### src/rtl/meas_chan_mux.sv
// Registered N-channel measurement multiplexer: manual or round-robin channel pick,
// programmable settle delay, sample delivered over a valid/ready handshake.
module meas_chan_mux #(
  parameter  int WIDTH  = 32,
  parameter  int NCH    = 4,
  parameter  int SETTLE = 2,
  localparam int CW     = $clog2(NCH)
) (
  input  logic                 clk,
  input  logic                 rst_n,
  input  logic [NCH*WIDTH-1:0] data_in,
  input  logic [NCH-1:0]       ch_en,
  input  logic                 auto_mode,
  input  logic [CW-1:0]        man_sel,
  input  logic                 out_ready,
  output logic [WIDTH-1:0]     out_data,
  output logic [CW-1:0]        out_ch,
  output logic                 out_valid,
  output logic                 scan_done
);
  localparam int CNTW = (SETTLE > 1) ? $clog2(SETTLE) : 1;

  typedef enum logic [1:0] {ST_IDLE, ST_SETTLE, ST_PRESENT} state_t;

  state_t          r_state, w_nxt_state;
  logic [CNTW-1:0] r_cnt, w_nxt_cnt;
  logic [CW-1:0]   r_sel, w_nxt_sel, r_ptr, w_nxt_ptr;
  logic            r_man, w_nxt_man, w_nxt_valid, w_nxt_done, w_load;
  logic [CW-1:0]   w_base, w_idx_hi, w_idx_lo, w_man_ch, w_pick;
  logic            w_hi, w_lo, w_pick_ok;

  // Next-channel search: lowest enabled index above the base, else lowest enabled overall.
  // At a handshake the base is the channel just accepted, so !w_hi also marks end of scan.
  always_comb begin
    w_base   = (r_state == ST_PRESENT) ? out_ch : r_ptr;
    w_hi     = 1'b0;
    w_lo     = 1'b0;
    w_idx_hi = '0;
    w_idx_lo = '0;
    for (int j = NCH-1; j >= 0; j--) begin
      if (ch_en[j]) begin
        w_lo     = 1'b1;
        w_idx_lo = CW'(j);
        if (j > int'(w_base)) begin
          w_hi     = 1'b1;
          w_idx_hi = CW'(j);
        end
      end
    end
    w_man_ch  = (int'(man_sel) >= NCH) ? '0 : man_sel;
    w_pick_ok = !auto_mode || w_lo;
    w_pick    = !auto_mode ? w_man_ch : (w_hi ? w_idx_hi : w_idx_lo);
  end

  always_comb begin
    w_nxt_state = r_state;
    w_nxt_cnt   = r_cnt;
    w_nxt_sel   = r_sel;
    w_nxt_man   = r_man;
    w_nxt_ptr   = r_ptr;
    w_nxt_valid = out_valid;
    w_nxt_done  = 1'b0;
    w_load      = 1'b0;
    case (r_state)
      ST_IDLE: begin
        if (w_pick_ok) begin
          w_nxt_sel   = w_pick;
          w_nxt_man   = !auto_mode;
          w_nxt_cnt   = '0;
          w_nxt_state = ST_SETTLE;
        end
      end
      ST_SETTLE: begin
        // Only a manually chosen channel follows man_sel while settling.
        if (r_man && !auto_mode && (w_man_ch != r_sel)) begin
          w_nxt_sel = w_man_ch;
          w_nxt_cnt = '0;
        end else if (int'(r_cnt) == SETTLE-1) begin
          w_load      = 1'b1;
          w_nxt_valid = 1'b1;
          w_nxt_state = ST_PRESENT;
        end else begin
          w_nxt_cnt = CNTW'(r_cnt + 1'b1);
        end
      end
      ST_PRESENT: begin
        if (out_valid && out_ready) begin
          w_nxt_valid = 1'b0;
          w_nxt_ptr   = out_ch;
          w_nxt_done  = auto_mode && !w_hi;
          if (w_pick_ok) begin
            w_nxt_sel   = w_pick;
            w_nxt_man   = !auto_mode;
            w_nxt_cnt   = '0;
            w_nxt_state = ST_SETTLE;
          end else begin
            w_nxt_state = ST_IDLE;
          end
        end
      end
      default: w_nxt_state = ST_IDLE;
    endcase
  end

  always_ff @(posedge clk or negedge rst_n) begin
    if (!rst_n) begin
      r_state   <= ST_IDLE;
      r_cnt     <= '0;
      r_sel     <= '0;
      r_man     <= 1'b0;
      r_ptr     <= CW'(NCH-1);
      out_data  <= '0;
      out_ch    <= '0;
      out_valid <= 1'b0;
      scan_done <= 1'b0;
    end else begin
      r_state   <= w_nxt_state;
      r_cnt     <= w_nxt_cnt;
      r_sel     <= w_nxt_sel;
      r_man     <= w_nxt_man;
      r_ptr     <= w_nxt_ptr;
      out_valid <= w_nxt_valid;
      scan_done <= w_nxt_done;
      if (w_load) begin
        out_data <= data_in[r_sel*WIDTH +: WIDTH];
        out_ch   <= r_sel;
      end
    end
  end
endmodule
### config.mk
export PLATFORM = sky130hd
export DESIGN_NAME = meas_chan_mux
export DESIGN_NICKNAME = d
export VERILOG_FILES = /design/src/rtl/meas_chan_mux.sv
export SDC_FILE = /design/constraint.sdc
export NUM_CORES = 1
export LEC_CHECK = 0
export ABC_AREA = 1
export BUFFER_PORTS_ARGS = -buffer_cell sky130_fd_sc_hd__buf_2
export CORE_MARGIN = 3
export CORE_UTILIZATION = 30
export DETAILED_ROUTE_END_ITERATION = 10
export REMOVE_ABC_BUFFERS = 1
export SETUP_SLACK_MARGIN = 0.15
export SLEW_MARGIN = 0
export SYNTH_ARGS = -nofsm -noshare
export SYNTH_HDL_FRONTEND = slang
export SYNTH_SLANG_ARGS = --single-unit
### constraint.sdc
create_clock -name clk -period 1.3 [get_ports clk]
set_clock_uncertainty 0.05 [all_clocks]
set_input_delay 0.13 -clock clk [delete_from_list [all_inputs] [get_ports clk]]
set_output_delay 0.13 -clock clk [all_outputs]
set_load 0.01 [all_outputs]
### Yosys cells after proc, flatten, opt, wreduce, memory -nomap -nowiden

Cells that the tools add are included.

* bits in read-only memories: 0
* RAM bits: 0
* bits in latches: 0
* flip-flop bits (word level): 44
* word-level logic and storage cells: 89
* output and inout bits: 36
* memories kept: 0
* input port bits: 138

* $add $sub $neg: 1
* multipliers: 0
* div/mod/pow operators: 0
* shift-type cells: 1
* multiplexer cells: 50
* order comparisons: 3
* reduce and logical (&&, ||, !) cells: 17
* bitwise logic cells: 0
* equality and inequality tests: 8

Operators with widths (count)
* $shiftx A128 B8 Y32: 1
* $mux W2: 20
* $mux W1: 25
* $pmux W2 S3: 2
* $ne A2 B2 Y1 const B: 4
* $reduce_and A4 Y1: 2
* $reduce_and A2 Y1: 3
* $gt A2 B2 Y1 const A: 2
* $logic_and A1 B1 Y1: 4
* $pmux W1 S2: 2
* $reduce_bool A2 Y1: 2
* $pmux W1 S3: 1
* $reduce_and A3 Y1: 1
* $reduce_bool A3 Y1: 1
* $eq A2 B1 Y1 const B: 1
* $eq A2 B2 Y1 const B: 1
* $gt A1 B2 Y1 const A: 1
* $logic_not A1 Y1: 2
* $logic_not A2 Y1: 1
* $ne A2 B1 Y1 const B: 1
* $ne A2 B2 Y1: 1
* $add A1 B1 Y1 const B: 1
* $logic_or A1 B1 Y1: 1

### Longest topological paths before layout

Gate-level depths: netlist (run 1).

* word-level depth: 14
* depth in mapped cells: 12
* mapped depth without buffers: 11

### Least setup slack after synthesis (run 1)

Ideal clock, no wire load.

* path kind: flip-flop to flip-flop
* from: reg r_sel[1]
* to: reg out_data[0]
* data required time: 1.133 ns
* setup slack: -0.169 ns
* buffers on the path: 2
* clock period less this slack: 1.469 ns
* stages on the path, launching flop included: 13
* data arrival time: 1.302 ns
* library setup time: 0.117 ns
* cells stage by stage: dfrtp_1 -> inv_2 -> nand2_1 -> nand2_1 -> nand2_1 -> nand2_1 -> nand2_2 -> nor2_4 -> inv_2 -> buf_6 -> buf_6 -> nand2_1 -> nand2_1

* longest elaborated chain between the ends: 4
* elaborated cells between the ends (all ways): 5

RTL lines
* from (decl): RTL line 27 `logic [CW-1:0] r_sel, w_nxt_sel, r_ptr, w_nxt_ptr;`
* from (signal assigned): RTL line 119 `r_sel <= w_nxt_sel;`
* parallel branches: the longest is 4 deep, another holds $shiftx A128 B8 Y32
* to (signal assigned): RTL line 125 `out_data <= data_in[r_sel*WIDTH +: WIDTH];`
* to (decl): RTL line 16 `output logic [WIDTH-1:0] out_data,`

Parallel ways; which one is timed is not known.
A chain may end at the register's enable or synchronous reset.

### Worst setup path after layout (run 1)

* from: reg r_sel[0]
* to: reg out_ch[1]

* longest elaborated chain between the ends: 4

RTL lines
* $ne A2 B2 Y1: RTL line 75 `if (r_man && !auto_mode && (w_man_ch != r_sel)) begin`
* $logic_and A1 B1 Y1: RTL line 75
* $mux W1: RTL line 75
* $mux W1: RTL line 64 `case (r_state)`
* to (signal assigned): RTL line 126 `out_ch <= r_sel;`
* to (decl): RTL line 17 `output logic [CW-1:0] out_ch,`

Every way passes these cells.

==> flow_summary_export.csv, run 1 <==
group,metric,value,unit
status,run_status,"finished with violations",
status,violations,"setup timing",
timing,finalWorstSetupSlack,-0.165,ns
worst_setup_path,biggest_fanout_along_the_worst_timing_path,12,
worst_setup_path,crit_required,1.42,ns
layout,final_layout_size_suffix_gt1_share,45.2,%
layout,final_core_utilization,48.3,%
clocking,numClockSinks,44,
clocking,worst_skew_pair.late_latency,0.29,ns
clocking,root_buffer,"clkbuf_8",
power_and_ir_drop,p_int,5.28,mW
logic_synthesis,synth_sequential_area_ratio,40.5,%
die,core_region_area,8760,um2
die,die_h,101,um
global_routing,antenna_found_initial,0,
clocking,cts-root-to-sink-buffers,2,
clocking,htree_levels,2,
global_routing,grt_util_all_layers,17.8,%
power_and_ir_drop,powerDensity,2300,nW/um2
run,cap_viol_max_count,0,
clocking,cts_tree,"yes",
routing,via_count,3408,
timing,timing.max_slew.rel_slack,77.9,%
layout,area_delta_synth_final,55.1,%
worst_setup_path,timing.setup.critical_path_class,"reg2reg",
timing,rsz0062_at_grt,"true",
hold_path,worstHoldPathType,"in2reg",
worst_setup_path,cp.arrival,1.58,ns
clocking,cts_buffers,5,
timing,slew_violations,0,
power_and_ir_drop,power.share.switching,45.7,%
routing,viasPerCell,4.80,
routing,wire_per_inst,13.3,um
global_routing,first_global_vias,3335,
layout,layout.nets,739,
die,floorplan.initialDensity,31.1,%
power_and_ir_drop,power_after_layout,9.74,mW
worst_setup_path,worst_setup_path_end_kind,"register",
clocking,worst_setup_hold_path_clk_slew,0.09,ns
power_and_ir_drop,net-switching-power,4.45,mW
die,die-area,10300,um2
layout,antenna_cells_inserted,0,
layout,multi_input_area,1600,um2
logic_synthesis,syn_area,2730,um2
die,die_w,101,um
timing,worst_pin_slew,0.331,ns
timing,fin_crit_sh,113,%
layout,layout.area.seq,1110,um2
die,design.portCount,174,
placement,dp_hpwl,7020,um
logic_synthesis,yosys_warnings,0,
power_and_ir_drop,ir_worst_vdd,0.853,mV
power_and_ir_drop,power_leakage,2.26,nW
power_and_ir_drop,clock_power_share,11.3,%
logic_synthesis,ys_seq_elements,44,
worst_setup_path,startpoint_type,"register",
placement,routabilityCongestion,0.739,
global_routing,grt_remaining_overflow,0,
timing,setup-violations-final,39,
logic_synthesis,synth_cells,415,
die,rows,34,
logic_synthesis,synth.lib_cells_used.distinct,18,
routing,drc_errors,0,
routing,drt_pass1_iterations,4,
timing,max_freq,0.683,GHz
timing,hold_viol_final,0,
routing,initialDrtViolationCount,71,
routing,drtAntennaViolNets,0,
timing,final.min_clock_period,1.47,ns
global_routing,grt_pass1_wl,15000,um
power_and_ir_drop,share_comb_of_total_power,63.4,%
global_routing,grt_start_max_net_pins,40,
placement,numPortBuffers,173,
routing,wl,9430,um
layout,fill_cell_count,924,
logic_synthesis,synth_area_per_cell,6.57,um2
power_and_ir_drop,pwr-share-seq,25.3,%
sequential cells by signal, indices dropped and copies added (netlist names):
| signal | cells |
|---|---|
| r_cnt | 1 |
| scan_done | 1 |
| r_man | 1 |
| r_state | 2 |
| out_data | 32 |
| out_valid | 1 |
| out_ch | 2 |
| r_sel | 2 |
| r_ptr | 2 |
repair_timing:
item,in CTS,in global routing
hold buffers,1,0
gates resized for setup,23,44
hold endpoints to repair,42,0
buffers inserted,8,2
pin swaps,5,10
cloned,1,1
setup endpoints to repair,42,45
per-layer routing:
layer  routed length [um]  GRT usage [%]  vias to the layer above
li1                     -              -                     1732
met1                 3940           21.6                     1547
met2                 4680           31.8                      115
met3                  681           4.48                       14
met4                  131           3.68                        0
met5                    0              0                        -
synth_stat cells (all sizes together):
master  count  share of area, %
a21oi       5              0.92
buf         9               2.3
clkbuf     18               2.5
dfrtp      42                39
dfstp       2               1.9
inv        13               1.8
nand2     137                19
nand3       8               1.5
nor2       76                11
nor3        1              0.18
o21a        1              0.28
o21ai      71                13
o22ai      32               7.3
logic make-up after synthesis:
logic type | synth area share [%]
AND/OR/NAND/NOR | 31.3
flip-flops | 40.5
buffers and inverters | 6.61
AO/OA/AOI/OAI | 21.6
area by class of cell:
cell class	instances	area share, %
Clock buffer	6	1.95
Clock inverter	2	0.917
Inverter	13	1.21
Multi-Input combinational cell	331	37.7
Sequential cell	44	26.2
Tap cell	108	3.20
Timing Repair Buffer	206	28.8
worst paths after layout:
path | from | to | slack [ns] | depth (start not counted)
setup / recovery | r_sel[0] | out_ch[1] | -0.17 | 11
hold / removal | auto_mode | scan_done | 0.1 | 3
setup reg to reg | r_sel[0] | out_ch[1] | -0.17 | 11
hold reg to reg | r_ptr[0] | r_ptr[0] | 0.42 | 2
max in group asynchronous | rst_n | r_ptr[0] | 0.61 | 3
min in group asynchronous | rst_n | out_data[2] | 0.31 | 3
power by group through the flow:
stage / clock (mW) / sequential, mW / combinational (mW)
6_report: 1.10 / 2.46 / 6.17
2_1_floorplan: 0 / 2.86 / 2.63
3_5_place_dp: 0 / 2.43 / 5.16
5_1_grt: 1.20 / 2.55 / 6.99
4_1_cts: 1.14 / 2.42 / 5.68
3_3_place_gp: 0 / 2.42 / 5.01
cell usage in the layout (no fill, tap or decap), types with 3 or more instances in the layout:
cell type	Yosys	layout
nand3_1	8	5
inv_2	5	5
dfrtp_1	42	40
buf_12	0	3
o22ai_1	32	32
inv_1	8	7
nor2_1	75	70
buf_2	6	172
buf_4	0	21
buf_6	3	7
nand3_2	0	3
nor2_2	0	5
nand2_4	0	4
o21ai_0	68	68
a21oi_1	5	3
clkbuf_8	0	6
nand2_1	136	102
nand2_2	1	31
critical path, cell delays in order, from the launching register on:
cell	delay, ns
dfrtp_2	0.43
inv_2	0.06
nand2_2	0.05
nand2_2	0.05
nand2_2	0.05
nand2_2	0.07
nand2_2	0.08
nor2_4	0.15
inv_4	0.08
buf_12	0.15
nand2_2	0.05
o21ai_2	0.05
stage by stage:
step	cells	TNS [ns]	setup WS (ns)	hold WS, ns	area [um2]
after CTS	707	-5.01	-0.160	0.0689	4050
final	710	-5.29	-0.165	0.0979	4230
after global placement	689	-2.40	-0.0922	0.0898	3760
after global routing	710	-9.58	-0.276	0.0906	4230
after detailed placement	689	-4.01	-0.160	0.0881	3760
after floorplan	388	-78.70	-2.08	-0.216	2590
(Power assumes the default switching activity.)
==> run 2: changes to the inputs <==
==> constraint.sdc (replaced) <==
create_clock -name clk -period 1.45 [get_ports clk]
set_clock_uncertainty 0.05 [all_clocks]
set_input_delay 0.145 -clock clk [delete_from_list [all_inputs] [get_ports clk]]
set_output_delay 0.145 -clock clk [all_outputs]
set_load 0.01 [all_outputs]
==> flow_summary_export.csv, run 2 (synthesis results as in run 1) <==
group,metric,value,unit
layout,fin_area,3940,um2
hold_path,end_point_of_the_worst_hold_path,"r_man",
timing,hold_viol_final,0,
routing,drc_errors,0,
layout,most-common-layout-cells,"buf_2 (173), nand2_1 (129), nor2_1 (72)",
timing,rsz0062_at_grt,"true",
global_routing,antenna_found_initial,0,
clocking,cts_buffers,5,
layout,largest-register,"out_data",
routing,via_count,3330,
clocking,cts-root-to-sink-buffers,2,
layout,final_core_utilization,44.9,%
timing,setup-violations-final,0,
timing,timing.max_slew.rel_slack,72.6,%
power_and_ir_drop,powerDensity,1990,nW/um2
die,design.portCount,174,
routing,viasPerCell,4.78,
timing,worst_pin_slew,0.412,ns
run,cap_viol_max_count,0,
placement,numPortBuffers,173,
worst_setup_path,biggest_fanout_along_the_worst_timing_path,20,
worst_setup_path,worst_r2r_startpoint,"r_sel[0]",
placement,pre_cts_ws,-0.0154,ns
worst_setup_path,reg2reg_setup_slack,0.01,ns
layout,finalNonFillerCells,697,
clocking,root_buffer,"clkbuf_8",
hold_path,hold_path_depth,2,
worst_setup_path,regToRegEndpoint,"out_ch[1]",
status,run_status,"complete, no violations",
layout,final_common_cell,"buf_2",
timing,fin_crit_sh,99.3,%
routing,drtAntennaViolNets,0,
layout,final_layout_size_suffix_gt1_share,37.9,%
clocking,numClockSinks,44,
placement,post_detailed_placement_cell_area,3720,um2
global_routing,grt_pass1_wl,13900,um
global_routing,grt_util_all_layers,16.4,%
worst_setup_path,worst_setup_path_end_kind,"register",
worst_setup_path,cp.arrival,1.56,ns
hold_path,holdCritStartpoint,"auto_mode",
timing,slew_violations,0,
clocking,htree_levels,2,
clocking,worst_skew_pair.late_latency,0.29,ns
placement,instance_count_after_placement_with_tap_cells_included,684,
layout,fill_cell_count,943,
die,core_region_area,8760,um2
routing,wire_per_inst,12.5,um
timing,final.hold.worst_slack,0.103,ns
timing,final.min_clock_period,1.44,ns
power_and_ir_drop,power_after_layout,7.83,mW
timing,fin_setup_tns,0,ns
die,die_w,101,um
worst_setup_path,crit_required,1.57,ns
routing,wl,8700,um
die,die-area,10300,um2
die,floorplan.initialDensity,31.1,%
placement,dp_hpwl,6880,um
layout,antenna_cells_inserted,0,
routing,initialDrtViolationCount,108,
global_routing,first_global_vias,3147,
global_routing,grt_start_max_net_pins,40,
hold_path,worstHoldPathType,"in2reg",
worst_setup_path,timing.setup.critical_path_class,"reg2reg",
worst_setup_path,startpoint_type,"register",
clocking,worst_setup_hold_path_clk_slew,0.09,ns
layout,largest_register_ff_count,32,
worst_setup_path,worstSetupStartpoint,"r_sel[0]",
power_and_ir_drop,ir_worst_vdd,0.633,mV
worst_setup_path,r2r_cells,11,
die,rows,34,
layout,area_delta_synth_final,44.4,%
routing,drt_pass1_iterations,4,
timing,max_freq,0.694,GHz
power_and_ir_drop,power_leakage,2.14,nW
die,die_h,101,um
layout,layout.nets,726,
placement,routabilityCongestion,0.814,
global_routing,grt_remaining_overflow,0,
timing,finalWorstSetupSlack,0.00964,ns
clocking,cts_tree,"yes",
## run 2: changes by cell type in the layout (fill, tap and decap cells not counted), moves of 3 or more
cell / delta
buf_6: -4
nand3_2: -3
nand2_2: -24
nand3_1: +3
nand2_1: +27
nand2_4: -3
buf_4: -7
## run 2: power by group
| part | internal, mW | leakage [nW] | total, mW | switching (mW) |
|---|---|---|---|---|
| Sequential | 1.83 | 0.540 | 2.18 | 0.349 |
| Clock | 0.510 | 0.0541 | 0.932 | 0.422 |
| Combinational | 1.88 | 1.55 | 4.72 | 2.84 |
| Total | 4.22 | 2.14 | 7.83 | 3.61 |
## run 2: worst max-delay path by stage
stage	to	slack, ns
finish	out_ch[1]	0.01
global route	out_data[10]	-0.1
CTS	out_data[21]	0.009
detailed placement	out_data[30]	-0.02
global placement	out_data[2]	0.04
floorplan	out_ch[0]	-1.93
## run 2: repair_timing
item,in CTS,in global routing
resized for setup,3,16
pin swaps,0,1
setup buffers,0,4
hold endpoints to repair,14,0
endpoints found under the setup margin,38,41
hold buffers,1,0
## run 2: per-layer routing
metal	wire [um]	share of wire (%)	vias up	global-route usage, %
met4	77	0.88	0	3.99
met1	3740	43	1504	20.1
met2	4240	49	114	29.3
met5	0	0	-	0
li1	-	-	1704	-
met3	645	7.4	8	3.44
## run 2: layout make-up
class | instances | area, um2 | area share [%]
multi-input combinational | 331 | 1480 | 37.6
sequential | 44 | 1100 | 28.1
timing repair buffer | 193 | 1050 | 26.8
tap | 108 | 135 | 3.43
clock buffer | 5 | 68.8 | 1.75
inverter | 13 | 48.8 | 1.24
clock inverter | 3 | 42.5 | 1.08
## run 2: worst max-delay path, cell delays in order, from the launching register on
cell and delay, ns:
dfrtp_2 0.44, inv_2 0.06, nand2_1 0.05, nand2_1 0.06, nand2_1 0.06, nand2_1 0.07
nand2_2 0.07, nor2_4 0.11, inv_2 0.07, buf_12 0.15, nand2_2 0.05, o21ai_1 0.06
